$ cat config.mk
export PLATFORM = sky130hd
export DESIGN_NAME = radix4_otf_quotient
export DESIGN_NICKNAME = d
export VERILOG_FILES = /design/src/rtl/radix4_otf_quotient.sv
export SDC_FILE = /design/constraint.sdc
export NUM_CORES = 1
export LEC_CHECK = 0
export BUFFER_PORTS_ARGS = -buffer_cell sky130_fd_sc_hd__buf_2
export CAP_MARGIN = 30
export CORE_MARGIN = 5
export CORE_UTILIZATION = 38
export DETAILED_ROUTE_END_ITERATION = 16
export MAX_ROUTING_LAYER = met4
export SLEW_MARGIN = 10
export SYNTH_ARGS = -nofsm -noshare
export SYNTH_HDL_FRONTEND = slang
export SYNTH_SLANG_ARGS = --single-unit
$ cat constraint.sdc
create_clock -name clk -period 1.6 [get_ports clk]
set_clock_uncertainty 0.1 [all_clocks]
set_input_delay 0.16 -clock clk [delete_from_list [all_inputs] [get_ports clk]]
set_output_delay 0.16 -clock clk [all_outputs]
set_load 0.005 [all_outputs]
$ cat src/rtl/radix4_otf_quotient.sv
// radix4_otf_quotient: on-the-fly conversion of radix-4 SRT digits
// into a two's complement quotient, with final remainder correction.
module radix4_otf_quotient #(
    parameter int NDIGITS = 16,
    parameter int QW      = 2 * NDIGITS
) (
    input  logic          clk,
    input  logic          rst_n,
    input  logic          start,
    input  logic          flush,
    input  logic          digit_valid,
    input  logic [2:0]    digit,
    output logic          digit_ready,
    input  logic          rem_valid,
    input  logic          rem_neg,
    output logic          quot_valid,
    input  logic          quot_ready,
    output logic [QW-1:0] quotient,
    output logic          busy
);

    localparam int CW = $clog2(NDIGITS + 1);
    localparam logic [CW-1:0] LAST = CW'(NDIGITS - 1);

    localparam logic [1:0] IDLE     = 2'd0;
    localparam logic [1:0] ACCUM    = 2'd1;
    localparam logic [1:0] WAIT_REM = 2'd2;
    localparam logic [1:0] DONE     = 2'd3;

    logic [1:0]    state;
    logic [1:0]    state_nxt;
    logic [QW-1:0] q_reg;
    logic [QW-1:0] qm_reg;
    logic [QW-1:0] res_reg;
    logic [CW-1:0] cnt;

    logic          abort;
    logic          accept;
    logic          last_dig;
    logic          q_zero;
    logic          q_neg;
    logic          q_pos;
    logic [1:0]    q_bits;
    logic [1:0]    qm_bits;

    assign abort       = flush && (state != IDLE);
    assign digit_ready = (state == ACCUM);
    assign accept      = digit_valid && digit_ready && !flush;
    assign last_dig    = (cnt == LAST);
    assign quot_valid  = (state == DONE);
    assign busy        = (state != IDLE);
    assign quotient    = res_reg;

    // Digit decode; magnitude 3 and negative zero both fold to q=0
    always_comb begin
        q_zero  = (digit[1:0] == 2'b00) || (digit[1:0] == 2'b11);
        q_neg   = digit[2] && !q_zero;
        q_pos   = !digit[2] && !q_zero;
        q_bits  = 2'b00;
        if (!q_zero)
            q_bits = digit[2] ? (2'b00 - digit[1:0]) : digit[1:0];
        qm_bits = q_bits - 2'b01;
    end

    // Next-state selection; abort beats every other event
    always_comb begin
        state_nxt = state;
        if (abort) begin
            state_nxt = IDLE;
        end else begin
            unique case (state)
                IDLE:     if (start) state_nxt = ACCUM;
                ACCUM:    if (accept && last_dig) state_nxt = WAIT_REM;
                WAIT_REM: if (rem_valid) state_nxt = DONE;
                DONE:     if (quot_ready) state_nxt = IDLE;
                default:  state_nxt = IDLE;
            endcase
        end
    end

    // State register
    always_ff @(posedge clk) begin
        if (!rst_n) state <= IDLE;
        else        state <= state_nxt;
    end

    // Q/QM shift registers and digit counter; left alone on abort
    always_ff @(posedge clk) begin
        if (!rst_n) begin
            q_reg  <= '0;
            qm_reg <= '1;
            cnt    <= '0;
        end else if (state == IDLE && start) begin
            q_reg  <= '0;
            qm_reg <= '1;
            cnt    <= '0;
        end else if (accept) begin
            q_reg  <= q_neg ? {qm_reg[QW-3:0], q_bits}
                            : {q_reg[QW-3:0], q_bits};
            qm_reg <= q_pos ? {q_reg[QW-3:0], qm_bits}
                            : {qm_reg[QW-3:0], qm_bits};
            cnt    <= cnt + 1'b1;
        end
    end

    // Result capture; QM is the pre-decremented quotient
    always_ff @(posedge clk) begin
        if (!rst_n)
            res_reg <= '0;
        else if (state == WAIT_REM && rem_valid && !flush)
            res_reg <= rem_neg ? qm_reg : q_reg;
    end

endmodule

# Yosys cells after proc, flatten, opt, wreduce, memory -nomap -nowiden

Cells that the tools add are included.

Add/subtract/negate cells: 3
Equal/unequal tests: 9
Mux-type cells: 10
Bitwise logic cells: 1
Reduce and logical (&&, ||, !) cells: 19

Operators with widths:

| cell                                             | number |
|---|---|
| two-way mux 32 bit                               | 3 |
| two-way mux 2 bit                                | 6 |
| logical AND 1 bit                                | 9 |
| case mux 2 bit (4 select lines)                  | 1 |
| == test 2 bit, second input constant             | 3 |
| adder 5 x 1 -> 5 bit, second input constant      | 1 |
| == test 5 x 4 -> 1 bit, second input constant    | 1 |
| zero test 2 bit                                  | 2 |
| != test 2 x 1 -> 1 bit, second input constant    | 2 |
| != test 2 bit, second input constant             | 2 |
| AND reduction 4 bit                              | 1 |
| OR reduction 2 bit                               | 2 |
| zero test 1 bit                                  | 3 |
| == test 2 x 1 -> 1 bit, second input constant    | 1 |
| nonzero test 2 bit                               | 1 |
| subtractor 1 x 2 -> 2 bit, first input constant  | 1 |
| subtractor 2 x 1 -> 2 bit, second input constant | 1 |
| logical OR 1 bit                                 | 1 |
| inverter 1 bit                                   | 1 |

Bits in registers: 103
Bits of input ports: 11
Output and inout bits: 35

# Logic depth before layout (Yosys ltp)

Gate-level depths: netlist of the first run.

Depth in word-level cells: 6
Depth in mapped cells: 7

# Least setup slack after synthesis of the first run

Ideal clock, no wire load.

Path type: flip-flop to flip-flop
Start: register cnt[0]
End: register state[0]
Setup time: 72 ps
Arrival: 1492 ps
Slack: -64 ps
Stages on the path, launching flop included: 7
Path buffers: 0
Clock period less this slack: 1664 ps
Path through: dfxtp_1 -> ha_1 -> and3_1 -> ha_1 -> nand3b_1 -> a2111oi_4 -> mux2i_1

Word-level cells in the longest chain between the ends: 4

Ends and longest elaborated chain:

| item                             | line | source |
|---|---|---|
| start, declared                  | 35   | `logic [CW-1:0] cnt;` |
| start signal, assigned           | 102  | `cnt <= cnt + 1'b1;` |
| == test 5 x 4 -> 1 bit           | 49   | `assign last_dig = (cnt == LAST);` |
| logical AND 1 bit                | 73   | `ACCUM: if (accept && last_dig) state_nxt = WAIT_REM;` |
| != test 2 x 1 -> 1 bit (no line) | -    |  |
| AND reduction 4 bit (no line)    | -    |  |
| end signal, assigned             | 84   | `else state <= state_nxt;` |
| end, declared                    | 30   | `logic [1:0] state;` |

Every way passes these cells.
A chain may end at the register's enable or synchronous reset.

# Final worst setup path of the first run

Start: register cnt[0]
End: register state[1]

Same word-level chain as after synthesis.

==> impl_metrics.csv, run 1 <==
group,metric,value,unit
grt,grt_max_degree,44,
setup_path,worst-setup-path-type,"reg -> reg",
detailed_routing,routed_via_density,5.57,
grt,grt_pass1_vias,4068,
timing,finalWorstSetupSlack,-0.104,ns
yosys,yosys_warnings,0,
grt,gr-total-overflow,0,
yosys,synth_top_cells_by_count,"dfxtp_1 (103), nand2_1 (70), mux2i_1 (64), nor2_1 (63), o211a_1 (32)",
job,cap_violations,0,
power_and_ir_drop,internal_power,4.93,mW
worst_hold_path,hp-class,"in -> reg",
timing,fmax,587,MHz
timing,maxSlewViolCount,0,
timing,post-route-period-util,106,%
clocking,cts_buffer_depth,2,
yosys,synth_area_leader_cell,"dfxtp_1",
clocking,clk_latency,0.35,ns
yosys,ys_seq_area_share,41.6,%
floorplanning,die_w,124,microns
setup_path,crit_path_end_kind,"flip-flop",
clocking,clkSlewWorstSetupHoldPaths,0.07,ns
power_and_ir_drop,p_leak,3.10,nW
power_and_ir_drop,pwr-share-seq,41.6,%
outcome,violations,"negative setup slack",
timing,period_minus_slack,1.70,ns
yosys,netlist_instances,519,
floorplanning,row_count,41,
layout,n_antenna_cell,0,
power_and_ir_drop,power_density,1150,nW/um^2
timing,relSlewSlack,77.5,%
clocking,cts_made_buffers,9,
clocking,clock-sinks,103,
yosys,syn-cell-area,4950,sq um
layout,drive_gt1_share,26.9,%
detailed_routing,drt_iter0_drc,298,
setup_path,path_common_cell,"ha_4",
yosys,synth_edf_count,0,
clocking,hold_buffers,0,
floorplanning,coreArea,12700,sq um
outcome,status,"finished with violations",
yosys,syn_avg_cell_area,9.55,sq um
setup_path,crit_path_max_incr_delay,0.38,ns
timing,finalSetupViolCount,20,
timing,setup_tns,-1.39,ns
detailed_routing,drt_first_pass_iters,4,
layout,design_area,6240,sq um
power_and_ir_drop,total_power,7.17,mW
setup_path,crit_chain,"ha_4 > and3_4 > ha_4 > nand3b_1 > a2111oi_4 > mux2i_1",
floorplanning,dieArea,15400,sq um
setup_path,startpoint_type,"flip-flop",
yosys,ys_ff_latch,103,
floorplanning,start_util,38.9,%
grt,grt_pass1_wl,20100,microns
yosys,synthArstFlopShare,0,%
detailed_routing,wl,13500,microns
layout,final_nets,593,
setup_path,crit_required,1.77,ns
placement,gp_congestion,0.878,
layout,area_growth,26.0,%
grt,grt_usage,16.8,%
placement,dpl.hpwl,7340,microns
timing,rsz0062_at_grt,"yes",
yosys,synth_area_leaders,"dfxtp_1 (42%), mux2i_1 (13%), a211oi_2 (7.6%)",
clocking,htree_num_levels,3,
detailed_routing,vias,4182,
placement,place_area,5500,sq um
clocking,cts_tree,"done",
yosys,synth_most_common_cell,"dfxtp_1",
placement,portBuffers,45,
power_and_ir_drop,power.switching,2.24,mW
detailed_routing,ant_nets,0,
setup_path,crit_fanout,2,
detailed_routing,routedWlPerCell,18.0,microns
timing,worstMarginPinSlew,0.338,ns
yosys,synth_nets,538,
setup_path,slowest_stage,"a2111oi_4",
yosys,ys_types,33,
power_and_ir_drop,p_comb_share,28.1,%
power_and_ir_drop,swShare,31.2,%
setup_path,crit_arrival,1.87,ns
floorplanning,ios,46,
power_and_ir_drop,peakVddDrop,0.698,mV
detailed_routing,drc,0,
grt,antenna_found_initial,0,
timing,hold_violations,0,
clocking,clockRootBuffer,"clkbuf_16",
yosys,synthFlopType,"dfxtp_1",
floorplanning,die_h,124,microns
yosys,synth.top_cell.area_share,41.6,%
power_and_ir_drop,clockPowerShare,30.3,%
## timing repair
| item | CTS | global route |
|---|---|---|
| resized for setup | 7 | 11 |
| cloned | 2 | 9 |
| setup buffers | 2 | 9 |
| pin swaps | 1 | 10 |
| endpoints found under the setup margin | 50 | 56 |
## cells by family after synthesis
family                     share of synthesized area [%]
buffers and inverters                               6.04
adders and majority gates                           2.02
DFF                                                 41.6
AOI/OAI and AO/OA                                   21.8
muxes                                               12.9
and+or+nand+nor                                     15.2
xor gates and xnor gates                           0.354
## stage by stage
step                worst slack (ns)  hold slack [ns]  instances  utilization (%)
floorplan                     0.0202            0.309        519                -
global placement             -0.0229            0.363        713             43.2
detailed placement            -0.103            0.368        713             43.2
CTS                           -0.116            0.175        733             46.5
global route                  -0.269            0.218        751             49.1
finish                        -0.104            0.195        751             49.1
## cell usage in the layout, fill, tap and decap left out, drive strengths merged, types with 20 or more instances in the layout
master  count
dfxtp     103
buf        84
nand2      71
mux2i      64
nor2       63
o211a      32
a211oi     31
nor3       30
o311ai     30
clkbuf     20
## worst paths after layout
path	from	to	slack [ns]	cells past startpoint
worst max-delay path	cnt[0]	state[1]	-0.10	6
worst min-delay path	digit_valid	cnt[1]	0.20	4
worst max register to register	cnt[0]	state[1]	-0.10	6
worst min register to register	qm_reg[30]	qm_reg[30]	0.39	2
## power by group through the flow
| stage | registers [mW] | logic (mW) | clock network (mW) |
|---|---|---|---|
| 2_1_floorplan | 2.99 | 1.17 | 0 |
| 3_3_place_gp | 3.02 | 1.67 | 0 |
| 3_5_place_dp | 3.03 | 1.71 | 0 |
| 4_1_cts | 2.98 | 1.82 | 2.20 |
| 5_1_grt | 3.01 | 2.19 | 2.31 |
| 6_report | 2.98 | 2.02 | 2.17 |
## layout make-up
| class | instances | area (sq um) |
|---|---|---|
| Clock buffer | 12 | 267 |
| Timing Repair Buffer | 93 | 978 |
| Fill cell | 1214 | 6480 |
| Clock inverter | 4 | 28.8 |
| Tap cell | 172 | 215 |
| Multi-Input combinational cell | 360 | 2660 |
| Sequential cell | 103 | 2070 |
| Inverter | 7 | 26.3 |
## routing by layer
layer	global-route usage, %	part of all wire, %	vias up	routed length (microns)
met5	-	0	-	0
met4	5.48	1.3	0	176
met3	2.91	5.3	12	719
met2	26.4	46	116	6240
met1	22.1	47	2064	6360
li1	-	-	1990	-
## critical path, delay by kind of cell, from the launching register on
family | cells | cell delay, ns
simple gates | 2 | 0.29
flops | 1 | 0.36
mux | 1 | 0.25
compound gates | 1 | 0.38
fa+ha+maj | 2 | 0.25
Note: power is estimated with default switching activity, not from simulation.
==> run 2, diff against run 1 <==
Settings changed: BUFFER_PORTS_ARGS -buffer_cell sky130_fd_sc_hd__buf_2 to default, DONT_BUFFER_PORTS from default to 1.
==> run 2 against run 1 <==
  * The flow still finishes with violations (negative setup slack)
  * Wire length down 10%
  * Via count down 7.7%
  * Die area unchanged
  * Register-to-register slack hardly changed
  * Fmax about the same
  * Sequential share of layout area grew 2.9 points
  * Non-clock buffer count down 60
  * Critical path depth stayed put
==> impl_metrics.csv, run 2 (synthesized netlist as in run 1, its figures left out) <==
group,metric,value,unit
timing,rsz0062_at_grt,"yes",
power_and_ir_drop,p_leak,2.74,nW
layout,design_area,5740,sq um
timing,post-route-period-util,106,%
setup_path,worst-setup-path-type,"reg -> reg",
floorplanning,row_count,41,
floorplanning,die_h,124,microns
placement,dp_slack,-0.126,ns
clocking,cts_tree,"done",
timing,hold_violations,0,
timing,fmax,587,MHz
power_and_ir_drop,power_density,1200,nW/um^2
floorplanning,dieArea,15400,sq um
layout,final_common_cell,"dfxtp_1",
floorplanning,coreArea,12700,sq um
timing,holdWs,0.00232,ns
setup_path,crit_arrival,1.87,ns
layout,n_antenna_cell,0,
layout,area_growth,15.8,%
setup_path,crit_required,1.77,ns
outcome,violations,"negative setup slack",
placement,dpl.hpwl,7200,microns
power_and_ir_drop,peakVddDrop,0.572,mV
detailed_routing,routedWlPerCell,17.5,microns
setup_path,reg2reg_to,"state[1]",
grt,grt_max_degree,38,
placement,gp_congestion,0.755,
clocking,cts_buffer_depth,2,
detailed_routing,wl,12100,microns
setup_path,crit_fanout,2,
worst_hold_path,holdCritStartpoint,"rem_neg",
grt,grt_pass1_wl,19700,microns
power_and_ir_drop,total_power,6.88,mW
timing,relSlewSlack,51.6,%
detailed_routing,vias,3861,
timing,setup_tns,-0.385,ns
detailed_routing,ant_nets,0,
worst_hold_path,min_path_cells,3,
layout,drive_gt1_share,17.5,%
worst_hold_path,hp-class,"in -> reg",
placement,place_area,5240,sq um
clocking,clk_latency,0.35,ns
clocking,clockRootBuffer,"clkbuf_16",
setup_path,rrSetupSlack,-0.10,ns
grt,antenna_found_initial,0,
setup_path,startpoint_type,"flip-flop",
clocking,cts_made_buffers,9,
timing,maxSlewViolCount,0,
detailed_routing,drc,0,
grt,gr-total-overflow,0,
timing,finalWorstSetupSlack,-0.104,ns
timing,period_minus_slack,1.70,ns
floorplanning,ios,46,
worst_hold_path,worstHoldEndpoint,"quotient[28]",
layout,filler_cell_count,1263,
detailed_routing,drt_iter0_drc,197,
job,cap_violations,0,
grt,grt_pass1_vias,3750,
grt,grt_usage,16.6,%
layout,multi_input_area,2650,sq um
outcome,status,"finished with violations",
detailed_routing,drt_first_pass_iters,4,
clocking,clock-sinks,103,
timing,worstMarginPinSlew,0.723,ns
floorplanning,start_util,38.9,%
clocking,htree_num_levels,3,
clocking,clkSlewWorstSetupHoldPaths,0.07,ns
floorplanning,die_w,124,microns
placement,portBuffers,0,
detailed_routing,routed_via_density,5.59,
timing,finalSetupViolCount,30,
layout,regArea,2070,sq um
layout,final_nets,533,
setup_path,rr_startpoint,"cnt[0]",
layout,layout_common_cells,"dfxtp_1 (100), nand2_1 (70), mux2i_1 (64), nor2_1 (63), o211a_1 (32)",
setup_path,r2r_cells,6,
setup_path,crit_path_end_kind,"flip-flop",
-- run 2: cell types whose count changed in the layout (fill, tap and decap cells not counted), sizes merged --
cell         delta
bufbuf          -1
buf            -55
clkbuf          -6
dlygate4sd3     +3
inv             +1
clkinv          -2
-- run 2: how the worst max path moves through the flow --
stage / start / depth (start not counted) / to
after floorplan: state[0] / 5 / state[0]
after global placement: cnt[1] / 6 / state[1]
after detailed placement: cnt[1] / 6 / state[0]
after CTS: cnt[0] / 6 / state[0]
after global routing: cnt[0] / 6 / state[0]
final: cnt[0] / 6 / state[1]
-- run 2: stage by stage --
step | utilization (%) | instances
3_3_place_gp | 41.2 | 664
2_1_floorplan | - | 519
6_report | 45.1 | 691
5_1_grt | 45.1 | 691
4_1_cts | 44.7 | 688
3_5_place_dp | 41.2 | 664
-- run 2: what timing repair did --
item                       CTS  global route
hold endpoints to repair    38             0
hold buffers                 4             0
setup endpoints to repair   27           102
setup buffers                3             2
gates resized for setup      7             5
gates cloned                 1             1
pin swaps                    1             2
-- run 2: layer usage --
metal	GRT usage, %	part of all wire [%]	vias to the layer above
met5	-	0	-
met4	5.68	1.7	0
met3	4.00	5.7	15
met2	26.1	47	80
met1	21.0	46	1903
li1	-	-	1863
-- run 2: cell type report --
type                    instances  share of cell area, %
repair buffers                 33                   8.37
well taps                     172                   3.75
clock buffers                  13                   4.88
inverters                       7                  0.458
clock inverters                 3                  0.414
multi-input cells             360                   46.1
flip-flops and latches        103                   36.0
-- run 2: report_power, final --
part	switching (mW)	total (mW)	internal (mW)	leakage, nW
logic	0.918	1.67	0.754	1.76
clock network	0.977	2.21	1.23	0.144
registers	0.206	3.00	2.79	0.835
total	2.10	6.88	4.78	2.74
-- run 2: worst max-delay path: stages (launching register included) --
cell and delay (ns):
dfxtp_2 0.35, ha_4 0.13, and3_4 0.18, ha_4 0.11
nand3b_1 0.12, a2111oi_4 0.41, mux2i_1 0.22
==> run 3, diff against run 2 <==
Settings changed: ABC_AREA from default to 1.
==> run 3 against run 2 <==
  * Total power is 6.4% lower
  * Sequential cell count stayed put
  * Cell count is 13% higher
  * Synthesized area is 7.0% lower
  * Largest cell class unchanged
  * The run ends with negative hold slack left
  * Non-clock buffer count is 6 higher
  * Critical endpoint is now qm_reg[21]
  * Global-route usage is 0.69 points higher
  * Count of clock-buffer cells in the layout is 2 lower
  * Wire length is 3.2% higher
  * Critical path depth is 1 higher
  * Core utilization is 0.096 points higher
  * Register-to-register slack better by 0.17 ns
==> impl_metrics.csv, run 3 <==
group,metric,value,unit
setup_path,crit_required,1.73,ns
setup_path,r2r_cells,7,
setup_path,crit_fanout,17,
placement,place_area,4870,sq um
yosys,yosys_warnings,0,
floorplanning,ios,46,
placement,dpl.hpwl,7510,microns
clocking,clk_latency,0.34,ns
clocking,cts_made_buffers,9,
setup_path,crit_path_max_incr_delay,0.38,ns
timing,setup_tns,0,ns
grt,grt_usage,17.3,%
detailed_routing,drt_first_pass_iters,4,
placement,gp_congestion,0.791,
detailed_routing,ant_nets,0,
layout,post-route-util,45.2,%
yosys,syn-cell-area,4610,sq um
floorplanning,row_count,40,
timing,holdWs,-0.0309,ns
layout,design_area,5410,sq um
clocking,cts_tree,"done",
detailed_routing,wl,12500,microns
grt,antenna_found_initial,0,
layout,final_cells,780,
grt,gr-total-overflow,0,
floorplanning,start_util,38.5,%
yosys,ys_types,23,
layout,final_common_cell,"nor2_1",
placement,dp.cells,759,
floorplanning,die_w,120,microns
yosys,synth_nets,646,
yosys,synthFlopType,"dfxtp_1",
placement,dp_slack,-0.0778,ns
yosys,ys_ff_latch,103,
timing,post-route-period-util,95.8,%
clocking,htree_num_levels,3,
yosys,synth_edf_count,0,
clocking,cts_buffer_depth,2,
setup_path,slowest_stage,"dfxtp_4",
layout,final_nets,648,
worst_hold_path,hp-class,"in -> reg",
floorplanning,dieArea,14400,sq um
grt,grt_pass1_wl,19900,microns
layout,layout_common_cells,"nor2_1 (139), o21ai_0 (120), dfxtp_1 (101), a21oi_1 (63), inv_1 (43)",
floorplanning,die_h,120,microns
clocking,clkSlewWorstSetupHoldPaths,0.07,ns
yosys,synthArstFlopShare,0,%
yosys,synth_most_common_cell,"nor2_1",
timing,relSlewSlack,75.8,%
yosys,netlist_instances,627,
timing,maxSlewViolCount,0,
placement,portBuffers,0,
grt,grt_pass1_vias,4009,
detailed_routing,routed_via_density,5.41,
outcome,violations,"negative hold slack",
power_and_ir_drop,power_density,1190,nW/um^2
power_and_ir_drop,peakVddDrop,0.691,mV
setup_path,startpoint_type,"flip-flop",
timing,finalWorstSetupSlack,0.0678,ns
timing,worstMarginPinSlew,0.361,ns
layout,drive_gt1_share,13.0,%
floorplanning,coreArea,12000,sq um
setup_path,crit_path_end_kind,"flip-flop",
yosys,synth.top_cell.area_share,44.7,%
setup_path,crit_chain,"inv_2 > ha_2 > a21oi_4 > inv_4 > buf_12 > a21oi_1 > o21ai_1",
power_and_ir_drop,total_power,6.44,mW
grt,grt_max_degree,65,
yosys,ys_seq_area_share,44.7,%
clocking,clock-sinks,103,
timing,finalSetupViolCount,0,
clocking,clockRootBuffer,"clkbuf_16",
detailed_routing,drt_iter0_drc,356,
timing,rsz0062_at_grt,"yes",
yosys,synth_area_leader_cell,"dfxtp_1",
timing,hold_violations,15,
job,cap_violations,0,
timing,fmax,653,MHz
layout,area_growth,17.3,%
detailed_routing,drc,0,
outcome,status,"finished with violations",
worst_hold_path,min_path_cells,3,
yosys,syn_avg_cell_area,7.35,sq um
power_and_ir_drop,p_leak,1.98,nW
setup_path,worst-setup-path-type,"reg -> reg",
detailed_routing,vias,4223,
yosys,synth_area_leaders,"dfxtp_1 (45%), o21ai_0 (13%), nor2_1 (11%)",
yosys,synth_top_cells_by_count,"nor2_1 (139), o21ai_0 (121), dfxtp_1 (103), a21oi_1 (68), inv_1 (45)",
detailed_routing,routedWlPerCell,16.0,microns
timing,period_minus_slack,1.53,ns
setup_path,crit_arrival,1.66,ns
layout,n_antenna_cell,0,
==> run 3: changes by cell type in the layout (fill, tap and decap cells not counted), moves of 35 or more <==
cell / previous run / this run
a21oi_1: 5 / 63
inv_1: 7 / 43
mux2i_1: 64 / 0
nand2_1: 70 / 9
nor2_1: 63 / 139
o21ai_0: 0 / 120
o21ai_1: 2 / 37
==> run 3: power breakdown <==
| part | switching, mW | leakage [nW] | internal (mW) |
|---|---|---|---|
| Combinational | 0.772 | 1.01 | 0.548 |
| Sequential | 0.207 | 0.835 | 2.81 |
| Clock | 0.965 | 0.134 | 1.14 |
==> run 3: cell type report <==
class | count | area (sq um)
multi-input combinational | 427 | 2230
sequential | 103 | 2070
fill | 1247 | 6560
inverter | 49 | 191
clock inverter | 4 | 28.8
clock buffer | 11 | 253
timing repair buffer | 39 | 453
tap | 147 | 184
==> run 3: cell families after synthesis <==
family / Yosys count / share of synthesized area (%)
flops: 103 / 44.7
fa+ha+maj: 8 / 2.17
buf+inv: 97 / 9.37
compound gates: 261 / 30.4
simple gates: 158 / 13.3
==> run 3: repair_timing <==
item	in CTS	in global routing
setup buffers	1	1
hold buffers	2	2
cloned	0	1
pin swaps	1	1
resized for setup	9	33
setup endpoints to repair	55	92
hold endpoints to repair	34	31
==> run 3: final timing paths <==
check / from / end / slack (ns)
max: state[0] / qm_reg[21] / 0.07
min: rem_neg / quotient[12] / -0.03
max reg2reg: state[0] / qm_reg[21] / 0.07
min reg2reg: cnt[3] / cnt[3] / 0.38
==> run 3: worst max-delay path: cells and delay by family, from the launching register on <==
kind | cells | cell delay, ns
buf+inv | 3 | 0.32
flops | 1 | 0.38
fa+ha+maj | 1 | 0.20
compound gates | 3 | 0.42
==> run 3: layer usage <==
metal  up-vias  track usage (%)  wire [microns]
li1       2119                -               -
met1      2002             21.8            5900
met2        96             27.5            5860
met3         6             3.72             625
met4         0             6.08              89
met5         -                -               0
